### config.mk
export PLATFORM = sky130hd
export DESIGN_NAME = uart_word_sender
export DESIGN_NICKNAME = d
export VERILOG_FILES = /design/src/rtl/uart_word_sender.sv
export SDC_FILE = /design/constraint.sdc
export NUM_CORES = 1
export LEC_CHECK = 0
export ABC_AREA = 1
export BUFFER_PORTS_ARGS = -buffer_cell sky130_fd_sc_hd__buf_2
export CORE_MARGIN = 8
export CORE_UTILIZATION = 33
export CTS_BUF_LIST = sky130_fd_sc_hd__clkbuf_16
export CTS_CLUSTER_SIZE = 20
export DETAILED_ROUTE_END_ITERATION = 10
export HOLD_SLACK_MARGIN = 0.12
export MAX_ROUTING_LAYER = met4
export PLACE_DENSITY = 0.54
export SLEW_MARGIN = 25
export SYNTH_ARGS = -nofsm -noshare
export SYNTH_HDL_FRONTEND = slang
export SYNTH_SLANG_ARGS = --single-unit
export TNS_END_PERCENT = 100
### constraint.sdc
create_clock -name clk -period 3.7 [get_ports clk]
set_input_delay 0.185 -clock clk [delete_from_list [all_inputs] [get_ports clk]]
set_output_delay 0.185 -clock clk [all_outputs]
set_load 0.05 [all_outputs]
### src/rtl/uart_word_sender.sv
// ---------------------------------------------------------------------------
// uart_word_sender
//
// Reads a run of 16-bit words from a word table (synchronous-address read
// port, combinational data) and pushes them into a UART transmit FIFO one
// byte at a time. Raw mode sends the high byte first, then the low byte. Strobes
// are always at least GAP_CYCLES apart. If the FIFO is full, the sender stalls
// without dropping anything.
//
// Build option: define UART_SENDER_ASCII_EN to send each word as four
// uppercase hex digits (MSB nibble first) followed by CR, LF.
//
// Ports:
//   clk         system clock, rising edge
//   reset       asynchronous active-high reset
//   start       one-cycle request, only honoured while idle
//   start_addr  first table address (sampled on the accepting edge)
//   word_count  number of words to send, 0..DEPTH (sampled on accept)
//   rd_addr     registered table read address
//   rd_data     table word at rd_addr
//   tx_full     UART TX FIFO full
//   wr_uart     one-cycle FIFO write strobe
//   w_data      byte to write, valid while wr_uart is high
//   busy        transfer in progress
//   done        one-cycle completion pulse
// ---------------------------------------------------------------------------
module uart_word_sender #(
    parameter int DEPTH      = 32,
    parameter int ADDR_BITS  = 5,
    parameter int GAP_CYCLES = 10
) (
    input  logic                 clk,
    input  logic                 reset,
    input  logic                 start,
    input  logic [ADDR_BITS-1:0] start_addr,
    input  logic [ADDR_BITS:0]   word_count,
    output logic [ADDR_BITS-1:0] rd_addr,
    input  logic [15:0]          rd_data,
    input  logic                 tx_full,
    output logic                 wr_uart,
    output logic [7:0]           w_data,
    output logic                 busy,
    output logic                 done
);

`ifdef UART_SENDER_ASCII_EN
    localparam int IDX_W = 3;
    localparam logic [IDX_W-1:0] LAST_IDX = 3'd5;
`else
    localparam int IDX_W = 1;
    localparam logic [IDX_W-1:0] LAST_IDX = 1'b1;
`endif

    // The GAP state lasts GAP_CYCLES-1 cycles and SEND adds one more cycle, so
    // the strobe-to-strobe spacing inside a word is exactly GAP_CYCLES.
    localparam logic [7:0] GAP_LOAD = 8'((GAP_CYCLES > 1) ? GAP_CYCLES - 2 : 0);

    typedef enum logic [2:0] {
        IDLE,
        FETCH,
        SEND,
        GAP,
        NEXT,
        FINISH
    } state_t;

    state_t                 state_q;
    logic [ADDR_BITS-1:0]   rd_addr_q;
    logic [ADDR_BITS:0]     remaining_q;
    logic [15:0]            word_q;
    logic [IDX_W-1:0]       idx_q;
    logic [7:0]             gap_q;
    logic                   wr_uart_q;
    logic [7:0]             w_data_q;
    logic                   busy_q;
    logic                   done_q;
    logic [7:0]             byte_sel;

`ifdef UART_SENDER_ASCII_EN
    // One hex character per nibble of the latched word; index 0 is the
    // least significant nibble.
    logic [7:0] hex_char [4];

    generate
        for (genvar gi = 0; gi < 4; gi++) begin : g_hex
            logic [3:0] nib;
            assign nib          = word_q[4*gi +: 4];
            assign hex_char[gi] = (nib < 4'd10) ? {4'h3, nib}
                                                : (8'h37 + {4'h0, nib});
        end
    endgenerate

    always_comb begin
        byte_sel = 8'h0A;
        case (idx_q)
            3'd0:    byte_sel = hex_char[3];
            3'd1:    byte_sel = hex_char[2];
            3'd2:    byte_sel = hex_char[1];
            3'd3:    byte_sel = hex_char[0];
            3'd4:    byte_sel = 8'h0D;
            default: byte_sel = 8'h0A;
        endcase
    end
`else
    always_comb begin
        byte_sel = idx_q[0] ? word_q[7:0] : word_q[15:8];
    end
`endif

    always_ff @(posedge clk or posedge reset) begin
        if (reset) begin
            state_q     <= IDLE;
            rd_addr_q   <= '0;
            remaining_q <= '0;
            word_q      <= '0;
            idx_q       <= '0;
            gap_q       <= '0;
            wr_uart_q   <= 1'b0;
            w_data_q    <= '0;
            busy_q      <= 1'b0;
            done_q      <= 1'b0;
        end else begin
            // Both pulses last a single cycle unless they are re-armed below.
            wr_uart_q <= 1'b0;
            done_q    <= 1'b0;
            case (state_q)
                IDLE: begin
                    if (start) begin
                        if (word_count != '0) begin
                            rd_addr_q   <= start_addr;
                            remaining_q <= word_count;
                            busy_q      <= 1'b1;
                            state_q     <= FETCH;
                        end else begin
                            done_q  <= 1'b1;
                            state_q <= FINISH;
                        end
                    end
                end
                FETCH: begin
                    word_q  <= rd_data;
                    idx_q   <= '0;
                    state_q <= SEND;
                end
                SEND: begin
                    if (!tx_full) begin
                        wr_uart_q <= 1'b1;
                        w_data_q  <= byte_sel;
                        gap_q     <= GAP_LOAD;
                        state_q   <= GAP;
                    end
                end
                GAP: begin
                    if (gap_q != 8'd0) begin
                        gap_q <= gap_q - 8'd1;
                    end else if (idx_q != LAST_IDX) begin
                        idx_q   <= idx_q + 1'b1;
                        state_q <= SEND;
                    end else if (remaining_q > (ADDR_BITS+1)'(1)) begin
                        state_q <= NEXT;
                    end else begin
                        // done and busy are registered, so they change in
                        // the same cycle that FINISH is occupied.
                        done_q  <= 1'b1;
                        busy_q  <= 1'b0;
                        state_q <= FINISH;
                    end
                end
                NEXT: begin
                    rd_addr_q   <= (rd_addr_q == ADDR_BITS'(DEPTH - 1)) ? '0
                                                                        : rd_addr_q + 1'b1;
                    remaining_q <= remaining_q - 1'b1;
                    state_q     <= FETCH;
                end
                FINISH: begin
                    state_q <= IDLE;
                end
                default: begin
                    state_q <= IDLE;
                end
            endcase
        end
    end

    assign rd_addr = rd_addr_q;
    assign wr_uart = wr_uart_q;
    assign w_data  = w_data_q;
    assign busy    = busy_q;
    assign done    = done_q;

endmodule
==> results of run 1 <==
## flip-flops by register name (all words and copies together), names as in the netlist, 3 cells and up
register and cells:
word_q 16, gap_q 8, w_data 8, remaining_q 6
rd_addr 5, state_q 3
## worst register-to-register path: stages, from the launching register on
cell      delay, ns
dfrtp_1        0.43
inv_2          0.13
nand3_2        0.33
inv_2          0.39
nor3_1         0.10
o211ai_1       0.16
## layer usage
layer	up-vias	part of all wire (%)	track usage [%]
li1	1173	-	-
met1	1055	50	14.7
met2	41	46	18.9
met3	5	2.7	2.46
met4	0	0.82	2.75
met5	-	0	-
## worst max-delay path by stage
stage,depth (start not counted),end,slack [ns]
after floorplan,9,rd_addr[3],2.05
after global placement,6,rd_addr[4],2.12
after detailed placement,6,rd_addr[1],2.08
final,5,state_q[1],2.09
after CTS,6,rd_addr[4],2.08
after global routing,5,state_q[1],1.87
## cell type report
| class | instances | share of cell area, % |
|---|---|---|
| repair buffers | 64 | 12.5 |
| multi-input cells | 244 | 36.8 |
| flip-flops and latches | 50 | 38.3 |
| inverters | 27 | 3.26 |
| well taps | 102 | 3.91 |
| clock inverters | 3 | 1.38 |
| clock buffers | 5 | 3.83 |
## per-stage QoR
| stage | cell area (um2) | utilization [%] |
|---|---|---|
| 2_1_floorplan | 2610 | - |
| 3_3_place_gp | 2930 | 38.1 |
| 3_5_place_dp | 2930 | 38.1 |
| 4_1_cts | 3270 | 42.5 |
| 5_1_grt | 3270 | 42.5 |
| 6_report | 3270 | 42.5 |
## cell usage in the layout (no fill, tap or decap), types with 3 or more instances in the layout
master	count
dlygate4sd3_1	17
nor2_4	3
ha_1	6
inv_1	19
or2_0	3
inv_2	6
nand4_1	4
o21ai_1	3
nor2_1	36
nor2_2	4
a31oi_1	7
buf_2	46
nand2_1	120
nand3_1	15
xor2_1	3
clkbuf_16	5
dfrtp_1	50
o21ai_0	20
## synthesized netlist by cell type, drive strengths merged
master	count	share of area (%)
a31oi	8	2.2
ha	6	2.9
nor3	2	0.58
nand3	17	3.9
o21bai	1	0.29
inv	25	3.6
o21ai	23	4.4
nor2	44	8.2
nand4	4	0.96
clkinv	2	0.48
nor3b	1	0.29
o21a	1	0.29
o22ai	1	0.24
clkbuf	2	0.29
buf	4	1.5
nand2	123	18
xnor2	1	0.34
o211ai	2	0.58
dfrtp	50	48
a21oi	2	0.38
or2	5	1.2
xor2	3	1.0
## timing repair
item | CTS | global route
setup buffers | 0 | 0
endpoints found under the hold margin | 66 | 0
hold buffers | 17 | 0
resized for setup | 0 | 0
## cell families (layout without fill, tap and decap cells)
kind of cell             after synthesis  after routing  share of synthesized area [%]
buffers and inverters                 33             99                           5.86
AO/OA/AOI/OAI                         38             38                           8.35
adder cells (fa/ha/maj)                6              6                           2.88
flip-flops                            50             50                           48.0
AND/OR/NAND/NOR                      196            196                           33.6
XOR/XNOR                               4              4                           1.34
## power by group through the flow
stage / clock network [mW] / registers (mW) / logic [mW]
final: 0.526 / 0.991 / 1.31
after global routing: 0.562 / 1.03 / 1.47
after CTS: 0.540 / 0.992 / 1.33
after detailed placement: 0 / 1.00 / 1.32
after global placement: 0 / 0.999 / 1.30
after floorplan: 0 / 1.22 / 0.796
==> impl_metrics.ini, run 1 <==
[floorplan]
die_y_um = 105
core-area_mm2 = 0.00769
rows = 32
die_x_um = 105
die-area_mm2 = 0.0110
io_pins = 47
initial_core_util_pct = 33.9

[routing]
dr_total_vias = 2274
ant_nets = 0
initialDrtViolationCount = 91
first_pass_iters = 4
viasPerCell = 4.59
wl_per_cell_um = 12.3
drcViolationCount = 0
wl_um = 6090

[timing]
min_period_ns = 1.61
holdWs_ns = 0.150
setup_violations = 0
rsz0062_at_grt = false
worst_slack_ns = 2.09
post-route-period-util_pct = 43.6
fmax_mhz = 620
worst_pin_slew_ns = 0.647
fin_setup_tns_ns = 0
fin_skew_ns = 0.00834
slew_viol_final = 0
hold_viol = 0
slew_headroom_pct = 56.9

[hold_path]
hold_end = done
hold_depth = 3
min_from = start
hold_class = primary input to flop

[critical_path]
slowest_delay_ns = 0.43
crit_type = flop to flop
r2r_start = state_q[2]
end_kind = flop
cp_num_buf_inv = 2
critPathLaunch = state_q[2]
worst_ep_required_time_ns = 3.90
rrSetupSlack_ns = 2.09
worstPathMaxFanout = 18
path_delay_family = buffers and inverters
cp.arrival_ns = 1.82
timing.critical_path.mode_cell = inv_2
path_cells = inv_2 > nand3_2 > inv_2 > nor3_1 > o211ai_1
startpoint_type = flop
reg2reg_to = state_q[1]
cpMaxStageDelayCell = dfrtp_1
reg2reg_depth = 5

[layout]
drive_above_1_share_pct = 20.1
multi_input_area_mm2 = 0.00120
final_nets = 429
regArea_mm2 = 0.00125
antennaDiodeCount = 0
n_fill_cell = 783
instances_no_fill = 495
syn2layout_area_growth_pct = 25.3

[grt]
grt_max_degree = 51
antenna_found_initial = 0
grt.total_usage_pct = 11.7
grt_pass1_wl_um = 10600
overflow = 0
grt_pass1_vias = 2281

[pwr]
vdd_drop_max_mv = 0.352
p_sw_mw = 1.30
p_leak_nw = 1.62
internal-power_mw = 1.53
power_frac_seq_pct = 35.0
p_sw_share_pct = 45.9
power.density_mw_per_mm2 = 867
combPwrFrac_pct = 46.4
clock_power_share_pct = 18.6
total_power_mw = 2.83

[place]
dp_hpwl_um = 4390
gp_congestion = 0.787
portBuffers = 46
dp_worst_setup_slack_ns = 2.08
dp.cells = 470

[logic_synthesis]
syn_nets = 364
syn_area_per_cell_um2 = 7.97
ys_warn_count = 0
synth_cells = 327
synth_cell_types = 38
ys_ff_latch = 50
netlist_area_mm2 = 0.00261
ys_seq_area_share_pct = 48.0

[cts]
htreeDepth = 2
clock_latency_ns = 0.29
cts_sinks = 50
cts_root_buffer = clkbuf_16
cts_buffer_depth = 2
cts_tree = built
numCtsBuffers = 5
clk_pin_slew_ns = 0.07

[flow_run]
cap_violations = 0

[status]
outcome = completed
No activity file was read; power rests on OpenSTA's default activity.
==> run 2, diff against run 1 <==
==> constraint.sdc (replaced) <==
create_clock -name clk -period 1.5 [get_ports clk]
set_input_delay 0.075 -clock clk [delete_from_list [all_inputs] [get_ports clk]]
set_output_delay 0.075 -clock clk [all_outputs]
set_load 0.05 [all_outputs]
==> run 2 against run 1 <==
Core utilization rose by 2.6 points. Combinational power rose to 2.7 times the previous value. Clock skew fell by 0.0013 ns. Sequential power rose by 150%. Critical endpoint is now rd_addr[0]. Worst hold slack got worse by 0.0099 ns. Flip-flop and latch count did not move. Register-to-register slack got worse by 2.0 ns. Via count rose by 1.9%. Sequential share of layout area fell by 2.1 points.
==> impl_metrics.ini, run 2 (synthesized netlist as in run 1, its figures left out) <==
[grt]
grt_max_degree = 51
overflow = 0
grt_pass1_vias = 2338
grt.total_usage_pct = 12.2
antenna_found_initial = 0
grt_pass1_wl_um = 10800

[timing]
fin_setup_tns_ns = 0
post-route-period-util_pct = 95.8
holdWs_ns = 0.140
min_period_ns = 1.44
setup_violations = 0
rsz0062_at_grt = true
fmax_mhz = 696
hold_viol = 0
slew_headroom_pct = 80.8
worst_pin_slew_ns = 0.287
fin_skew_ns = 0.00704
slew_viol_final = 0

[cts]
cts_sinks = 50
cts_root_buffer = clkbuf_16
clock_latency_ns = 0.29
cts_buffer_depth = 2
numCtsBuffers = 5
clk_pin_slew_ns = 0.07
htreeDepth = 2
cts_tree = built

[routing]
initialDrtViolationCount = 66
viasPerCell = 4.49
dr_total_vias = 2317
drcViolationCount = 0
wl_per_cell_um = 12.0
ant_nets = 0
first_pass_iters = 4
wl_um = 6200

[pwr]
power.density_mw_per_mm2 = 2050
p_sw_mw = 3.28
internal-power_mw = 3.83
total_power_mw = 7.10
combPwrFrac_pct = 49.6
p_sw_share_pct = 46.2
p_leak_nw = 1.71
power_frac_seq_pct = 34.2
vdd_drop_max_mv = 1.01
clock_power_share_pct = 16.2

[critical_path]
critPathLaunch = rd_addr[0]
reg2reg_depth = 9
worstPathMaxFanout = 4
crit_type = flop to flop
cp.arrival_ns = 1.66
end_kind = flop
r2r_start = rd_addr[0]
startpoint_type = flop
worst_ep_required_time_ns = 1.72

[hold_path]
min_from = word_count[0]
hold_depth = 5
hold_class = primary input to flop

[place]
portBuffers = 46
gp_congestion = 0.835
dp_hpwl_um = 4480

[floorplan]
io_pins = 47
core-area_mm2 = 0.00769
initial_core_util_pct = 33.9
die_y_um = 105
rows = 32
die_x_um = 105
die-area_mm2 = 0.0110

[layout]
n_fill_cell = 793
regArea_mm2 = 0.00125
largest_reg_flops = 16
regMostFlops = word_q
drive_above_1_share_pct = 24.2
layout_commonest_cell = nand2_1
syn2layout_area_growth_pct = 33.0
multi_input_area_mm2 = 0.00123
final_nets = 450
antennaDiodeCount = 0
mostFrequentLayoutCells = 119 x nand2_1, 48 x dfrtp_1, 46 x buf_2

[flow_run]
cap_violations = 0

[status]
outcome = completed
## run 2: worst paths after layout
path,endpoint,slack [ns]
setup / recovery,rd_addr[0],0.06
hold / removal,remaining_q[0],0.14
setup reg to reg,rd_addr[0],0.06
hold reg to reg,word_q[4],0.48
max in group asynchronous,rd_addr[0],0.89
min in group asynchronous,remaining_q[1],0.36
## run 2: timing repair
item,CTS,global route
hold buffers,24,0
endpoints found under the setup margin,0,12
buffers inserted,0,2
hold endpoints to repair,73,0
gates resized for setup,0,10
## run 2: layout make-up
type,instances,area share [%]
Sequential cell,50,36.2
Multi-Input combinational cell,244,35.5
Timing Repair Buffer,85,17.2
Tap cell,102,3.68
Clock buffer,5,3.61
Inverter,27,3.14
Clock inverter,3,0.722
## run 2: per-stage QoR
step	cells	area (um2)	utilization (%)	setup WS, ns
finish	516	3470	45.1	0.0626
global route	516	3470	45.1	-0.0245
CTS	514	3430	44.7	0.0605
detailed placement	482	3040	39.6	0.0738
global placement	482	3040	39.6	0.0871
floorplan	327	2620	-	0.0167
## run 2: critical path, stage by stage (launching register included)
cell and delay [ns]:
dfrtp_2 0.44, ha_4 0.18, nand2_1 0.06, nor2_1 0.04
ha_1 0.17, nor2_1 0.13, inv_1 0.07, o21ai_0 0.15
nand2_1 0.07, nand2_1 0.06
## run 2: layer usage
metal	vias to the layer above	global-route usage [%]	wire length, um
li1	1213	-	-
met1	1060	14.4	2980
met2	37	20.0	2960
met3	7	2.46	178
met4	0	4.38	80
met5	-	-	0
## run 2: power groups by stage
stage / combinational [mW] / clock (mW) / sequential (mW)
after detailed placement: 3.43 / 0 / 2.44
after CTS: 3.49 / 1.18 / 2.43
after global placement: 3.43 / 0 / 2.44
after floorplan: 1.97 / 0 / 3.03
after global routing: 3.96 / 1.24 / 2.52
final: 3.52 / 1.15 / 2.43
==> run 3, diff against run 2 <==
--- a/config.mk
+++ b/config.mk
@@ -6,15 +6,15 @@
 export NUM_CORES = 1
 export LEC_CHECK = 0
 export ABC_AREA = 1
-export BUFFER_PORTS_ARGS = -buffer_cell sky130_fd_sc_hd__buf_2
 export CORE_MARGIN = 8
 export CORE_UTILIZATION = 33
 export CTS_BUF_LIST = sky130_fd_sc_hd__clkbuf_16
 export CTS_CLUSTER_SIZE = 20
 export DETAILED_ROUTE_END_ITERATION = 10
+export DONT_BUFFER_PORTS = 1
 export HOLD_SLACK_MARGIN = 0.12
 export MAX_ROUTING_LAYER = met4
-export PLACE_DENSITY = 0.54
+export PLACE_DENSITY = 0.49
 export SLEW_MARGIN = 25
 export SYNTH_ARGS = -nofsm -noshare
 export SYNTH_HDL_FRONTEND = slang
==> run 3 against run 2 <==
Clock-buffer cell count unchanged. Largest cell class unchanged. Worst setup slack improved by 0.062 ns. Critical path type unchanged. Via count decreased by 6.5%. Worst hold slack got worse by 0.017 ns. Clock power increased by 14%. First-iteration DRC count increased by 4.5%. Wire length decreased by 3.9%. Sequential share of layout area increased by 0.91 points. Combinational power about the same.
==> impl_metrics.ini, run 3 (synthesized netlist as in run 1, its figures left out) <==
[timing]
worst_slack_ns = 0.125
fmax_mhz = 727
min_period_ns = 1.38
post-route-period-util_pct = 91.7
rsz0062_at_grt = false
slew_headroom_pct = 69.0
hold_viol = 0
fin_skew_ns = 0.00506
slew_viol_final = 0
fin_setup_tns_ns = 0
setup_violations = 0
worst_pin_slew_ns = 0.466

[layout]
drive_above_1_share_pct = 16.9
regArea_mm2 = 0.00125
layout_commonest_cell = nand2_1
final_nets = 420
n_fill_cell = 782
mostFrequentLayoutCells = 120 x nand2_1, 47 x dfrtp_1, 35 x nor2_1
regMostFlops = word_q
antennaDiodeCount = 0
syn2layout_area_growth_pct = 29.9
multi_input_area_mm2 = 0.00122
largest_reg_flops = 16

[critical_path]
path_delay_family = flip-flops
cpMaxStageDelayCell = dfrtp_2
cp.arrival_ns = 1.60
path_cells = ha_4 > nand2_1 > nor2_1 > ha_1 > nor2_1 > inv_1 > o21ai_0 > nand2_1 > nand2_1
cp_num_buf_inv = 1
crit_type = flop to flop
end_kind = flop
worst_ep_required_time_ns = 1.72
worstPathMaxFanout = 2
timing.critical_path.mode_cell = nand2_1
slowest_delay_ns = 0.43
startpoint_type = flop

[place]
portBuffers = 0
dp_hpwl_um = 4430
gp_congestion = 0.782
dp_worst_setup_slack_ns = 0.0940

[hold_path]
hold_class = primary input to flop

[flow_run]
cap_violations = 0

[pwr]
combPwrFrac_pct = 48.3
p_sw_share_pct = 44.6
internal-power_mw = 4.01
p_leak_nw = 1.61
clock_power_share_pct = 18.2
power_frac_seq_pct = 33.6
power.density_mw_per_mm2 = 2140
vdd_drop_max_mv = 0.980
p_sw_mw = 3.22

[grt]
grt_max_degree = 24
grt.total_usage_pct = 11.6
grt_pass1_vias = 2202
grt_pass1_wl_um = 10300
overflow = 0
antenna_found_initial = 0

[floorplan]
rows = 32
initial_core_util_pct = 33.9
die_y_um = 105
core-area_mm2 = 0.00769
die-area_mm2 = 0.0110
die_x_um = 105
io_pins = 47

[routing]
wl_um = 5960
initialDrtViolationCount = 69
drcViolationCount = 0
first_pass_iters = 4
ant_nets = 0
dr_total_vias = 2166
viasPerCell = 4.46
wl_per_cell_um = 12.3

[cts]
cts_tree = built
cts_buffer_depth = 2
cts_sinks = 50
numCtsBuffers = 5
clock_latency_ns = 0.29
clk_pin_slew_ns = 0.07
cts_root_buffer = clkbuf_16
htreeDepth = 2
cts_setup_buffers = 0

[status]
outcome = completed
==> run 3: cell count changes in the layout (fill, tap and decap cells not counted), sizes merged <==
| cell | change |
|---|---|
| buf | -35 |
| clkinvlp | -1 |
| dlygate4sd3 | +5 |
| inv | +1 |
| bufinv | +1 |
| clkinv | -1 |
==> run 3: final cells by class <==
class / instances / share of cell area, %
Clock buffer: 5 / 3.70
Inverter: 27 / 3.14
Timing Repair Buffer: 55 / 14.7
Sequential cell: 50 / 37.1
Tap cell: 102 / 3.77
Clock inverter: 3 / 1.40
Multi-Input combinational cell: 244 / 36.2
==> run 3: path summary, 6_finish.rpt <==
path,cells after the start,start,endpoint,slack (ns)
max,9,rd_addr[0],rd_addr[0],0.12
min,3,start_addr[1],rd_addr[1],0.12
max reg2reg,9,rd_addr[0],rd_addr[0],0.12
min reg2reg,2,busy,busy,0.48
max in group asynchronous,3,reset,state_q[2],0.74
min in group asynchronous,2,reset,word_q[9],0.23
==> run 3: worst reg2reg max path: cells and delay by family, from the launching register on <==
| kind | cells | cell delay, ns |
|---|---|---|
| AND/OR/NAND/NOR | 5 | 0.35 |
| AO/OA/AOI/OAI | 1 | 0.14 |
| buffers and inverters | 1 | 0.06 |
| adder cells (fa/ha/maj) | 2 | 0.35 |
| flip-flops | 1 | 0.43 |
==> run 3: layer usage <==
layer  vias to the layer above  part of all wire [%]  track usage, %
met4                         0                   1.1            3.16
met5                         -                     0               -
met1                       975                    48            14.6
met3                         6                   2.1            2.40
met2                        35                    49            18.5
li1                       1150                     -               -
==> run 3: power by group through the flow <==
stage	clock, mW	combinational (mW)	sequential [mW]
2_1_floorplan	0	1.97	3.03
6_report	1.31	3.49	2.43
3_5_place_dp	0	3.44	2.45
3_3_place_gp	0	3.42	2.46
4_1_cts	1.36	3.52	2.43
5_1_grt	1.42	3.92	2.51
==> run 3: metrics by stage <==
step,hold slack (ns),instance area (um2),instances,util [%],power [mW]
6_report,0.123,3380,486,44.0,7.23
2_1_floorplan,0.185,2620,327,-,5.00
3_3_place_gp,-0.0189,2910,449,37.9,5.88
3_5_place_dp,-0.0123,2910,449,37.9,5.90
4_1_cts,0.133,3370,486,43.9,7.30
5_1_grt,0.171,3380,486,44.0,7.85
==> run 3: what timing repair did <==
item,in CTS,in global routing
hold buffers,29,0
gates resized for setup,0,6
endpoints found under the setup margin,0,9
hold endpoints to repair,82,0
